## src/rtl/pc_redirect_unit.sv

```systemverilog
// PC redirect unit: owns the fetch PC, sequences redirects coming back from
// the execute stage, holds a redirect while the pipe is stalled, and raises
// Flush for a programmable number of cycles after each PC change. Redirect
// targets that are not word aligned are replaced by the exception vector and
// reported through AlignErr/ErrPC.
module pc_redirect_unit #(
    parameter logic [31:0] RESET_PC     = 32'h0000_0000,
    parameter logic [31:0] EXC_VECTOR   = 32'h8000_0180,
    parameter int unsigned FLUSH_CYCLES = 2
) (
    input  logic        Clk,
    input  logic        Reset,
    input  logic        Stall,
    input  logic        RedirValid,
    input  logic [31:0] RedirTarget,
    output logic        RedirReady,
    output logic [31:0] PC,
    output logic [31:0] PCPlus4,
    output logic        FetchValid,
    output logic        Flush,
    output logic        AlignErr,
    output logic [31:0] ErrPC
);

    typedef enum logic [1:0] {
        ST_INIT  = 2'd0,
        ST_RUN   = 2'd1,
        ST_PEND  = 2'd2,
        ST_FLUSH = 2'd3
    } state_t;

    // Counter reload value; FLUSH lasts one cycle more than the loaded count.
    localparam logic [2:0] FLUSH_LOAD = 3'(FLUSH_CYCLES - 1);

    state_t      state_q,     state_d;
    logic [31:0] pc_q,        pc_d;
    logic [31:0] pend_q,      pend_d;
    logic [2:0]  cnt_q,       cnt_d;
    logic        align_err_q, align_err_d;
    logic [31:0] err_pc_q,    err_pc_d;

    logic        accept_s;
    logic        misaligned_s;
    logic [31:0] eff_target_s;

    // Redirect handshake and target qualification.
    always_comb begin
        accept_s     = RedirValid && (state_q == ST_RUN);
        misaligned_s = (RedirTarget[1:0] != 2'b00);
        if (misaligned_s) begin
            eff_target_s = EXC_VECTOR;
        end else begin
            eff_target_s = RedirTarget;
        end
    end

    // Next-state and next-register computation for the redirect sequencer.
    always_comb begin
        state_d     = state_q;
        pc_d        = pc_q;
        pend_d      = pend_q;
        cnt_d       = cnt_q;
        align_err_d = 1'b0;
        err_pc_d    = err_pc_q;

        case (state_q)
            ST_INIT: begin
                state_d = ST_RUN;
            end
            ST_RUN: begin
                if (accept_s) begin
                    if (misaligned_s) begin
                        align_err_d = 1'b1;
                        err_pc_d    = RedirTarget;
                    end else begin
                        err_pc_d    = err_pc_q;
                    end
                    if (Stall) begin
                        // Park the target until the hazard clears.
                        pend_d  = eff_target_s;
                        state_d = ST_PEND;
                    end else begin
                        pc_d    = eff_target_s;
                        cnt_d   = FLUSH_LOAD;
                        state_d = ST_FLUSH;
                    end
                end else if (!Stall) begin
                    pc_d = pc_q + 32'd4;
                end else begin
                    pc_d = pc_q;
                end
            end
            ST_PEND: begin
                if (!Stall) begin
                    pc_d    = pend_q;
                    cnt_d   = FLUSH_LOAD;
                    state_d = ST_FLUSH;
                end else begin
                    pc_d = pc_q;
                end
            end
            ST_FLUSH: begin
                // The flush window runs on wall-clock cycles, stall or not.
                if (cnt_q == 3'd0) begin
                    state_d = ST_RUN;
                end else begin
                    cnt_d = cnt_q - 3'd1;
                end
            end
            default: begin
                state_d = ST_INIT;
                pc_d    = RESET_PC;
                pend_d  = 32'h0000_0000;
                cnt_d   = 3'd0;
            end
        endcase
    end

    // State and datapath registers with asynchronous active-low reset.
    always_ff @(posedge Clk or negedge Reset) begin
        if (!Reset) begin
            state_q     <= ST_INIT;
            pc_q        <= RESET_PC;
            pend_q      <= 32'h0000_0000;
            cnt_q       <= 3'd0;
            align_err_q <= 1'b0;
            err_pc_q    <= 32'h0000_0000;
        end else begin
            state_q     <= state_d;
            pc_q        <= pc_d;
            pend_q      <= pend_d;
            cnt_q       <= cnt_d;
            align_err_q <= align_err_d;
            err_pc_q    <= err_pc_d;
        end
    end

    // Output decode: PC-related values come straight from flops, the
    // handshake/qualifier signals are decoded from state and Stall.
    always_comb begin
        PC         = pc_q;
        PCPlus4    = pc_q + 32'd4;
        AlignErr   = align_err_q;
        ErrPC      = err_pc_q;
        RedirReady = (state_q == ST_RUN);
        FetchValid = (state_q == ST_RUN) && !Stall;
        Flush      = (state_q == ST_FLUSH) || (state_q == ST_PEND);
    end

endmodule

```

## config.mk

```make
export PLATFORM = sky130hd
export DESIGN_NAME = pc_redirect_unit
export DESIGN_NICKNAME = d
export VERILOG_FILES = /design/src/rtl/pc_redirect_unit.sv
export SDC_FILE = /design/constraint.sdc
export NUM_CORES = 1
export LEC_CHECK = 0
export CORE_AREA = 10 10 164 105
export CTS_CLUSTER_DIAMETER = 50
export CTS_CLUSTER_SIZE = 8
export DETAILED_ROUTE_END_ITERATION = 6
export DIE_AREA = 0 0 174 115
export GPL_TIMING_DRIVEN = 0
export HOLD_SLACK_MARGIN = 0.1
export PLACE_DENSITY_LB_ADDON = 0.08
export SYNTH_ARGS = -nofsm -noshare
export SYNTH_HDL_FRONTEND = slang
export SYNTH_SLANG_ARGS = --single-unit
```

## constraint.sdc

```tcl
create_clock -name Clk -period 2.8 [get_ports Clk]
set_input_delay 0.28 -clock Clk [delete_from_list [all_inputs] [get_ports Clk]]
set_output_delay 0.28 -clock Clk [all_outputs]
set_load 0.01 [all_outputs]
```

Word-level counts from Yosys, hierarchy flattened

Cells that the tools add are included.

Register bits after elaboration: 102
Logic and storage cells: 48

Add/subtract/negate cells: 2
Equal/unequal tests: 8
Mux-type cells: 18
Reductions and logical operators: 14

Operators by type and width:

| operator                | number |
|---|---|
| $mux W32                | 5 |
| $pmux W32 S2            | 1 |
| $add A32 B3 Y32 const B | 1 |
| $reduce_and A3 Y1       | 5 |
| $mux W3                 | 3 |
| $pmux W3 S3             | 1 |
| $ne A2 B2 Y1 const B    | 4 |
| $pmux W2 S4             | 1 |
| $mux W2                 | 3 |
| $eq A2 B2 Y1 const B    | 2 |
| $mux W1                 | 4 |
| $reduce_bool A2 Y1      | 2 |
| $logic_not A3 Y1        | 1 |
| $reduce_bool A3 Y1      | 1 |
| $sub A3 B1 Y3 const B   | 1 |
| $eq A2 B1 Y1 const B    | 1 |
| $logic_and A1 B1 Y1     | 2 |
| $logic_not A2 Y1        | 1 |
| $ne A2 B1 Y1 const B    | 1 |
| $logic_not A1 Y1        | 1 |
| $logic_or A1 B1 Y1      | 1 |

Depth between registers and ports, before layout

Depth in word-level cells: 5
Depth in mapped cells: 9
Depth with buffers taken out: 7

Worst setup path after synthesis

Ideal clock, no wire load.

Path type: register to register
Start point: register state_q[1]
End point: register pc_q[13] (netlist: PC[13])
Setup time: 0.136 ns
Data arrival time: 1.897 ns
Required time: 2.664 ns
Setup slack: 0.767 ns
Stages on the path, launching flop included: 10
Period minus slack after synthesis: 2.033 ns
Path through: dfrtp_1 -> inv_1 -> ha_1 -> and2_1 -> clkbuf_1 -> or2_2 -> clkbuf_1 -> nor2_1 -> a222oi_1 -> o21ai_0

Longest elaborated chain between the ends: 4

RTL lines:

| element                  | RTL line | text |
|---|---|---|
| start: declaration       | 35       | `state_t state_q, state_d;` |
| start signal: assignment | 129      | `state_q <= state_d;` |
| $eq A2 B1 Y1 (*)         | --       |  |
| via RedirReady           | 16       | `output logic RedirReady,` |
| $logic_and A1 B1 Y1      | 48       | `accept_s = RedirValid && (state_q == ST_RUN);` |
| $mux W32                 | 71       | `if (accept_s) begin` |
| $pmux W32 S2             | 66       | `case (state_q)` |
| end signal: assignment   | 130      | `pc_q <= pc_d;` |
| end: declaration         | 36       | `logic [31:0] pc_q, pc_d;` |

The timed path passes the listed nets; every way through them passes the cells marked *.
A chain may end at the register's enable or synchronous reset.

Worst setup path in the final report

Start point: register pc_q[20] (netlist: PC[20])
End point: output PCPlus4[31]

Longest elaborated chain between the ends: 1

RTL lines:

| element          | RTL line | text |
|---|---|---|
| $add A32 B3 Y32  | 142      | `PCPlus4 = pc_q + 32'd4;` |
| end: declaration | 18       | `output logic [31:0] PCPlus4,` |

Every way passes these cells.

==> flow_summary_export.csv <==
group,metric,value,unit
global_routing,grt_pass1_wl,28800,um
sta,period_share,0.967,
critical_path,cp-end-kind,"output port",
synth,ys_ff_latch,102,
detailed_routing,ant_nets,0,
clock_network,ctsLongestPathBuffers,2,
sta,post-route-min-period,2.71,ns
outcome,run_status,"complete, no violations",
synth,syn-cell-area,5270,um2
detailed_routing,viasPerCell,5.43,
clock_network,clkLatencyLatePin,0.35,ns
sta,rsz0062_at_grt,"true",
critical_path,crit_end,"PCPlus4[31]",
critical_path,r2r-end,"PC[26]",
critical_path,slowest_delay,0.55,ns
critical_path,worstSetupPathType,"reg2out",
clock_network,cts_tree,"yes",
clock_network,cts_root_buf,"clkbuf_16",
synth,postSynthAreaPerCell,9.54,um2
critical_path,critPathLaunchType,"flip-flop",
placed_design,pre_cts_ws,-0.187,ns
critical_path,rr_startpoint,"state_q[0]",
global_routing,grt.total_usage,0.180,
synth,syn_nets,595,
detailed_routing,dr.pass1.iters,7,
critical_path,reg2reg_setup_slack,0.21,ns
clock_network,path_clk_slew,0.07,ns
global_routing,overflow,0,
power,vdd_drop_max,0.000384,V
clock_network,cts_max_level,3,
flow_run,max_cap_viol_count,0,
sta,fmax,369,MHz
critical_path,worstPathRequired,2.52,ns
sta,fin_ws,0.0916,ns
sta,setup_viol_count_final,0,
final_layout,fin_util,0.519,
critical_path,cpMaxStageDelayCell,"clkdlybuf4s50_1",
synth,yosys_warnings,0,
floorplanning,initial_utilization,0.371,
floorplanning,io_pins,136,
final_layout,syn_to_final_growth,40.1,%
critical_path,r2r_cells,8,
clock_network,cts-buffers-inserted,9,
synth,synthCells,552,
synth,synthArstFlopShare,1.00,
critical_path,arrival,2.43,ns
sta,finClkSkew,0.00743,ns
power,power.density,1090,nW/um2
synth,seq_area_frac_synth,0.484,
placed_design,io_buffers,135,
worst_hold_path,hold_path.class,"reg2reg",
critical_path,crit_fanout,7,
global_routing,grt_pass1_vias,4983,
floorplanning,die_w,174,um
synth,synth_edf_count,0,
global_routing,antenna_found_initial,0,
floorplanning,die_area,20000,um2
sta,finalMaxSlewViolations,0,
critical_path,path_cells,"clkbuf_2 -> nand4_1 -> nor4_4 -> and3_2 -> xor2_1 -> clkdlybuf4s50_1",
floorplanning,coreArea,14200,um2
final_layout,drive_above_1_share,0.135,
detailed_routing,drc_errors,0,
floorplanning,rows,34,
synth,yosysUniqueCellTypes,55,
final_layout,insertedDiodeCount,0,
sta,tightestPinTransition,0.828,ns
floorplanning,die_y,115,um
placed_design,hpwl,13800,um
global_routing,grt_start_max_net_pins,61,
sta,hold_viol_final,0,
final_layout,fin_nets,755,
placed_design,gp_congestion,0.864,
sta,maxSlewHeadroom,0.448,
detailed_routing,drt_iter0_markers,496,
clock_network,cts.sinks,102,
synth,ys.flop_type,"dfrtp_1",
detailed_routing,routed_wl,18100,um
power,p_leak,0.00315,uW
critical_path,crit_start,"PC[20]",
detailed_routing,wl_per_cell,19.9,um
detailed_routing,vias,4963,
synth_stat cells, types with 7 or more instances:
cell / instances / area share
a21o_1: 7 / 0.010
a21oi_1: 23 / 0.022
a22o_1: 9 / 0.015
and3_1: 9 / 0.011
clkbuf_1: 30 / 0.021
dfrtp_1: 102 / 0.48
ha_1: 7 / 0.017
inv_1: 17 / 0.012
mux2_2: 31 / 0.066
nand2_1: 96 / 0.068
nand3_1: 15 / 0.014
nand4_1: 8 / 0.0095
nor2_1: 21 / 0.015
o21ai_0: 66 / 0.063
xnor2_1: 20 / 0.033
xor2_1: 8 / 0.013
state kept, by name, summed over array words and instances (netlist names):
signal    count
cnt_q         3
PC           32
ErrPC        32
AlignErr      1
state_q       2
pend_q       32
layout by cell type (no fill, tap or decap), types with 3 or more instances in the layout:
cell             Yosys  routed
dlymetal6s2s_1       0       5
ha_1                 7       6
a21o_1               7       7
clkinv_2             0       3
a32oi_1              3       3
clkbuf_1            30      26
dfrtp_1            102      92
mux2_2              31      31
a2bb2oi_1            4       4
dfrtp_2              0      10
a221oi_1             5       5
nor2_1              21      20
o21ai_0             66      66
nand2_1             96      94
clkbuf_16            0       9
nor3_1               6       5
nand2_2              1       3
a31oi_1              3       3
nand2b_1             3       3
nand4_1              8       8
clkbuf_2             2       5
nor4_4               1       4
xor2_1               8       8
a21oi_1             23      23
a22o_1               9       9
o311ai_0             4       4
xnor2_1             20      20
buf_4                3      16
inv_1               17      17
clkdlybuf4s50_1      0     121
dlygate4sd2_1        0       6
o2bb2ai_1            3       3
a22oi_1              5       5
a222oi_1             4       4
nand3_1             15      15
and3_1               9       8
and2_1               4       4
stage by stage:
step	setup TNS (ns)	area (um2)	hold WS (ns)	std cells	total power (uW)
floorplan	0	5270	-0.0156	552	4580
global placement	-268.54	6870	0.456	885	6600
detailed placement	-0.923	6890	0.428	886	6720
CTS	-0.158	7290	0.483	908	8030
global route	-0.103	7380	0.509	914	8580
finish	0	7380	0.474	914	8010
how the worst min path moves through the flow:
stage	from	to	cells after the start
2_1_floorplan	Reset	AlignErr	0
3_3_place_gp	pend_q[8]	pend_q[8]	2
3_5_place_dp	Reset	ErrPC[1]	1
4_1_cts	pend_q[6]	pend_q[6]	2
5_1_grt	pend_q[7]	pend_q[7]	2
6_report	pend_q[6]	pend_q[6]	2
layout make-up:
| class | count | area (um2) |
|---|---|---|
| fillers | 1340 | 6830 |
| flip-flops and latches | 102 | 2560 |
| repair buffers | 151 | 1500 |
| multi-input cells | 396 | 2570 |
| inverters | 17 | 63.8 |
| clock buffers | 9 | 225 |
| well taps | 198 | 248 |
| plain buffers | 35 | 153 |
| clock inverters | 6 | 62.6 |
per-layer routing:
layer	global-route usage	wire length (um)
met1	0.260	8760
met2	0.265	7830
met3	0.0547	1470
met4	0.0272	93
met5	0	0
cell families after synthesis:
logic type	count (synthesis)	synth area share
buffers and inverters	54	0.0413
adder cells (fa/ha/maj)	7	0.0166
XOR/XNOR	28	0.0465
flip-flops	102	0.484
AND/OR/NAND/NOR	179	0.162
AO/OA/AOI/OAI	150	0.180
multiplexers	32	0.0682
worst max-delay path, delay by kind of cell, from the launching register on:
family | cells | cell delay, ns
DFF | 1 | 0.39
buffers and inverters | 2 | 0.75
and+or+nand+nor | 3 | 0.79
xor gates and xnor gates | 1 | 0.14
timing repair:
item	4_1_cts	5_1_grt
hold buffers	1	0
endpoints found under the hold margin	59	0
setup endpoints to repair	25	25
pin swaps	4	7
setup buffers	7	7
gates resized for setup	23	21
power by group:
part           internal, uW  switching (uW)  leakage, uW  total, uW
Combinational          2040            2060      0.00174       4100
Sequential             2110             552      0.00126       2660
Clock                   689             563     0.000145       1250
Total                  4840            3170      0.00315       8010
Power figures use the tool's default switching activity.
==> RTL edit 1: new RTL, same settings <==
Reset style: synchronous (`Reset`), changed in one clocked block. Comments in the files are not updated.
--- a/src/rtl/pc_redirect_unit.sv
+++ b/src/rtl/pc_redirect_unit.sv
@@ -118,5 +118,5 @@
 
     // State and datapath registers with asynchronous active-low reset.
-    always_ff @(posedge Clk or negedge Reset) begin
+    always_ff @(posedge Clk) begin
         if (!Reset) begin
             state_q     <= ST_INIT;
Formal check against the unedited RTL: differs if Reset is asserted again (counterexample within 4 cycles, from zero or initial values and one cycle with Reset low); with Reset held inactive, the same outputs for 4 cycles.
==> RTL edit 1 against the original RTL <==
Core utilization decreased by 1.6 points; sequential cell count unchanged; synthesized area decreased by 3.0%; maximum frequency decreased by 1.6%; wire length increased by 13%; worst setup slack got worse by 44 ps; via count increased by 12%; design area decreased by 3.1%; first-iteration DRC count increased by 3.4%; largest cell class unchanged.
Power is not compared: it rests on default switching activity, and its combinational part moved more than twofold at a synthesized area within 25%.
==> RTL edit 1: results (changes against the original RTL) <==
- Status: finished, final reports clean
- Sequential power share: between 30% and 40%
- Wire per inst: 20.4 um (+2.6%)
- Worst path max stage delay: 570 ps (+20 ps)
- Crit-path max FO: 7 (unchanged)
- Worst clock skew: 9.64 ps (+2.22 ps)
- Placed insts: 984 (+11%)
- Hold Startpoint: RedirValid
- Critical Path Source: PC[9]
- Sequential share of the synthesized area: 40.0% (-8.5 points)
- Launch point of the worst reg-to-reg path: state_q[1]
- Total track usage: 19.9% (+1.9 points)
- Worst EP arrival: 2470 ps (+40 ps)
- Hold Path Stages: 3 (+1)
- Met2 GRT Util: 27.3% (+0.79 points)
- First-pass GRT wire length: 31600 um (+9.9%)
- Fraction of registers with async set/reset: 0% (-100 points)
- Via/cell ratio: 5.51 (+1.5%)
- Share of cells above drive strength 1: 10.3% (-3.2 points)
- Final net count: 851 (+13%)
- Port buffer count: 133 (-1.5%)
- Slowest cell on crit path: clkdlybuf4s50_1
- Top cells by area, synth: dfxtp_1, nand2_1, a21oi_1
- Least-Margin Pin Slew: 770 ps (-57.7 ps)
- Synth unique cells: 62 (+13%)
- Met1 Wirelength: 10000 um (+14%)
- Top delay family on crit path: buffers and inverters
- Vias in the first global route: 5262 (+5.6%)
- WL met2: 8180 um (+4.5%)
- Yosys Warn Count: 0 (unchanged)
- Largest net degree at the start of global routing: 19 (-69%)
- Total Routed Length: 20600 um (+13%)
- Cells after Synth: 653 (+18%)
- Most used DFF post-synth: dfxtp_1
- H-Tree Depth: 3 (unchanged)
- Met3 WL post-DR: 2170 um (+48%)
- Hold Path End: ErrPC[0]
- Hold Slack: 385 ps (-88.8 ps)
- GR met3 Demand/Resource: 6.65% (+1.2 points)
- Initial DRC Count: 513 (+3.4%)
- Worst Setup EP: PCPlus4[23]
- Leading cell types by count after synthesis: nand2_1, dfxtp_1, a21oi_1, nand3_1, clkbuf_1
- Post-DP HPWL: 15600 um (+13%)
- Placed Instance Area: 6690 um^2 (-3.0%)
- Synthesized Nets: 696 (+17%)
- Clk slew on worst S/H paths: about 80 ps
- CTS max path bufs: 2 (unchanged)
- M1 GR Usage: 29.3% (+3.3 points)
- Final period utilization: 98.3% (+1.6 points)
- Hold WC Path Type: input pin to register
- GP Congestion: 0.872 (+0.90%)
- Pre-CTS WS: -121 ps (+65.1 ps)
- RR Endpoint: PC[8]
- Root Driver: clkbuf_16
[RTL edit 1: cells by family after synthesis]
| kind of cell | count (synthesis) | synth area share, % |
|---|---|---|
| AOI/OAI and AO/OA | 180 | 22.2 |
| xor gates and xnor gates | 27 | 4.63 |
| adders and majority gates | 7 | 1.71 |
| buffers and inverters | 65 | 5.36 |
| DFF | 102 | 40.0 |
| muxes | 2 | 0.392 |
| and+or+nand+nor | 270 | 25.7 |
[RTL edit 1: cell type report]
class                      count  area [um^2]
multi-input combinational    486         2860
fill                        1395         7060
timing repair buffer         144         1410
clock inverter                 7         56.3
inverter                      14         52.6
clock buffer                   9          225
tap                          198          248
buffer                        51          233
sequential                   102         2060
[RTL edit 1: what timing repair did]
| action | CTS | global route |
|---|---|---|
| hold buffers | 0 | 0 |
| setup buffers | 8 | 3 |
| setup endpoints to repair | 19 | 23 |
| resized for setup | 39 | 10 |
| pin swaps | 2 | 8 |
==> RTL edit 2: new RTL, same flow settings <==
Without the edit above. The parameter `EXC_VECTOR` goes from 32'h8000_0180 to 32'h60000120.
--- a/src/rtl/pc_redirect_unit.sv
+++ b/src/rtl/pc_redirect_unit.sv
@@ -6,5 +6,5 @@
 module pc_redirect_unit #(
     parameter logic [31:0] RESET_PC     = 32'h0000_0000,
-    parameter logic [31:0] EXC_VECTOR   = 32'h8000_0180,
+    parameter logic [31:0] EXC_VECTOR   = 32'h60000120,
     parameter int unsigned FLUSH_CYCLES = 2
 ) (
Behaviour: not the same (a bounded check fails within 4 cycles, from zero or initial values and one cycle with Reset low).
==> RTL edit 2 against the original RTL <==
Worst hold slack improved by 11 ps; power increased by 0.74%; synthesized area increased by 0.71%; design area increased by 2.9%; worst setup slack got worse by 79 ps; non-clock buffer count increased by 6; first-iteration DRC count decreased by 28%; sequential share of layout area decreased by 1.0 points; wire length about the same; sequential cell count unchanged; count of clock-buffer cells in the layout increased by 1; critical endpoint unchanged.
==> RTL edit 2: results (changes against the original RTL) <==
- Status: finished, final reports clean
- Compound-cell area share of the yosys netlist: 17.4% (-0.69 points)
- Critical Path Source: PC[14]
- Worst Setup EP: PCPlus4[31]
- CTS max path bufs: 2 (unchanged)
- Yosys Warn Count: 0 (unchanged)
- Initial antenna violation count: 0 (unchanged)
- Post-synthesis xor/xnor area fraction: 4.46% (-0.20 points)
- Via count: 4983 (+0.40%)
- Pre-CTS WS: -372 ps (-185 ps)
- Hold Path End: pend_q[25]
- R2r worst-path depth: 7 (-1)
- Port buffer count: 135 (unchanged)
- GP Congestion: 0.867 (+0.32%)
- Top cells by area, synth: dfrtp_1, mux2_2, nand2_1
- Root Driver: clkbuf_16
- First-pass GRT wire length: 28300 um (-1.5%)
- Switching Power: 3.16 mW (-0.23%)
- Crit-path max FO: 10 (+3)
- Wire per inst: 19.4 um (-2.2%)
- Launch point of the worst reg-to-reg path: state_q[0]
- Most used DFF post-synth: dfrtp_1
- Initial DRC Count: 355 (-28%)
- Synthesized Nets: 606 (+1.8%)
- Post-DP HPWL: 13600 um (-1.3%)
- Placed insts: 897 (+1.2%)
- Share of cells above drive strength 1: 16.0% (+2.5 points)
- Synth Area in Adders: 1.65% (-0.012 points)
- Peak supply drop: 512 uV (+33%)
- Clk Latency, worst-skew pair: ~340 ps
- Final WS setup: 12.3 ps (-79.3 ps)
- Hold Path Stages: 2 (unchanged)
- Multiplexer share of the synthesized area: 6.96% (+0.14 points)
- RR Endpoint: PC[30]
- Static Leak: 3.17 nW (+0.67%)
- H-Tree Depth: 3 (unchanged)
- Worst EP arrival: 2510 ps (+80 ps)
- Worst clock skew: 6.21 ps (-1.22 ps)
- First-pass detailed-route iteration total: 5 (-2)
- Power Sequential: between 2 and 3 mW
- Largest net degree at the start of global routing: 65 (+6.6%)
- Antenna Cells: 0 (unchanged)
- Sequential share of the synthesized area: 48.1% (-0.34 points)
- Fraction of registers with async set/reset: 100% (unchanged)
- Max transition margin: 43.6% (-1.3 points)
- TritonCTS Buffers: 9 (unchanged)
- Reg2Reg Setup Slack: 170 ps (-40 ps)
- Synth unique cells: 54 (-1.8%)
- Comb power: 4.09 mW (about the same)
- Clk slew on worst S/H paths: 70 ps (about the same)
- Post-synthesis average cell area: 9.43 um^2 (-1.3%)
- Hold Startpoint: pend_q[25]
- Leading cell types by count after synthesis: dfrtp_1, nand2_1, o21ai_0, mux2_2, clkbuf_1
- Total track usage: 17.7% (-0.37 points)
- Final net count: 774 (+2.5%)
- Total Routed Length: 18100 um (about the same)
- Fill cells: 1299 (-3.1%)
- Hold WC Path Type: register to register
[RTL edit 2: changes by cell type after synthesis, sizes merged, moves of 5 or more]
cell | before | now
a21o | 7 | 0
a22oi | 5 | 10
inv | 17 | 26
nand2 | 97 | 92
nand3 | 15 | 23
nor2 | 21 | 28
o21ai | 68 | 52
[RTL edit 2: timing repair]
action,CTS,global route
setup endpoints to repair,22,25
endpoints found under the hold margin,63,0
buffers inserted,11,13
resized for setup,38,23
hold buffers,1,0
pin swaps,7,12
[RTL edit 2: worst max-delay path, cell delays in order, from the launching register on]
cell	delay [ps]
dfrtp_2	450
and3_1	190
and3_2	310
nand4_1	250
nor2_2	230
xor2_1	160
clkdlybuf4s50_1	560
[RTL edit 2: area by class of cell]
class | instances | area [um^2] | share of cell area [%]
Buffer | 31 | 135 | 1.78
Clock buffer | 10 | 239 | 3.15
Clock inverter | 6 | 68.8 | 0.906
Inverter | 27 | 103 | 1.35
Multi-Input combinational cell | 399 | 2650 | 34.9
Sequential cell | 102 | 2560 | 33.8
Tap cell | 198 | 248 | 3.26
Timing Repair Buffer | 161 | 1590 | 20.9
[RTL edit 2: layer usage]
metal	track usage (%)	wire length (um)	vias to the layer above
met5	0	0	-
met4	3.63	175	0
met3	6.39	1630	20
met2	25.0	7600	193
met1	25.2	8720	2436
li1	-	-	2334
[RTL edit 2: through the flow]
| stage | area (um^2) | total power [mW] | hold WS, ps |
|---|---|---|---|
| after floorplan | 5310 | 4.54 | -15.6 |
| after global placement | 6910 | 6.54 | 459 |
| after detailed placement | 6920 | 6.63 | 444 |
| after CTS | 7430 | 8.05 | 487 |
| after global routing | 7600 | 8.62 | 513 |
| final | 7600 | 8.07 | 484 |
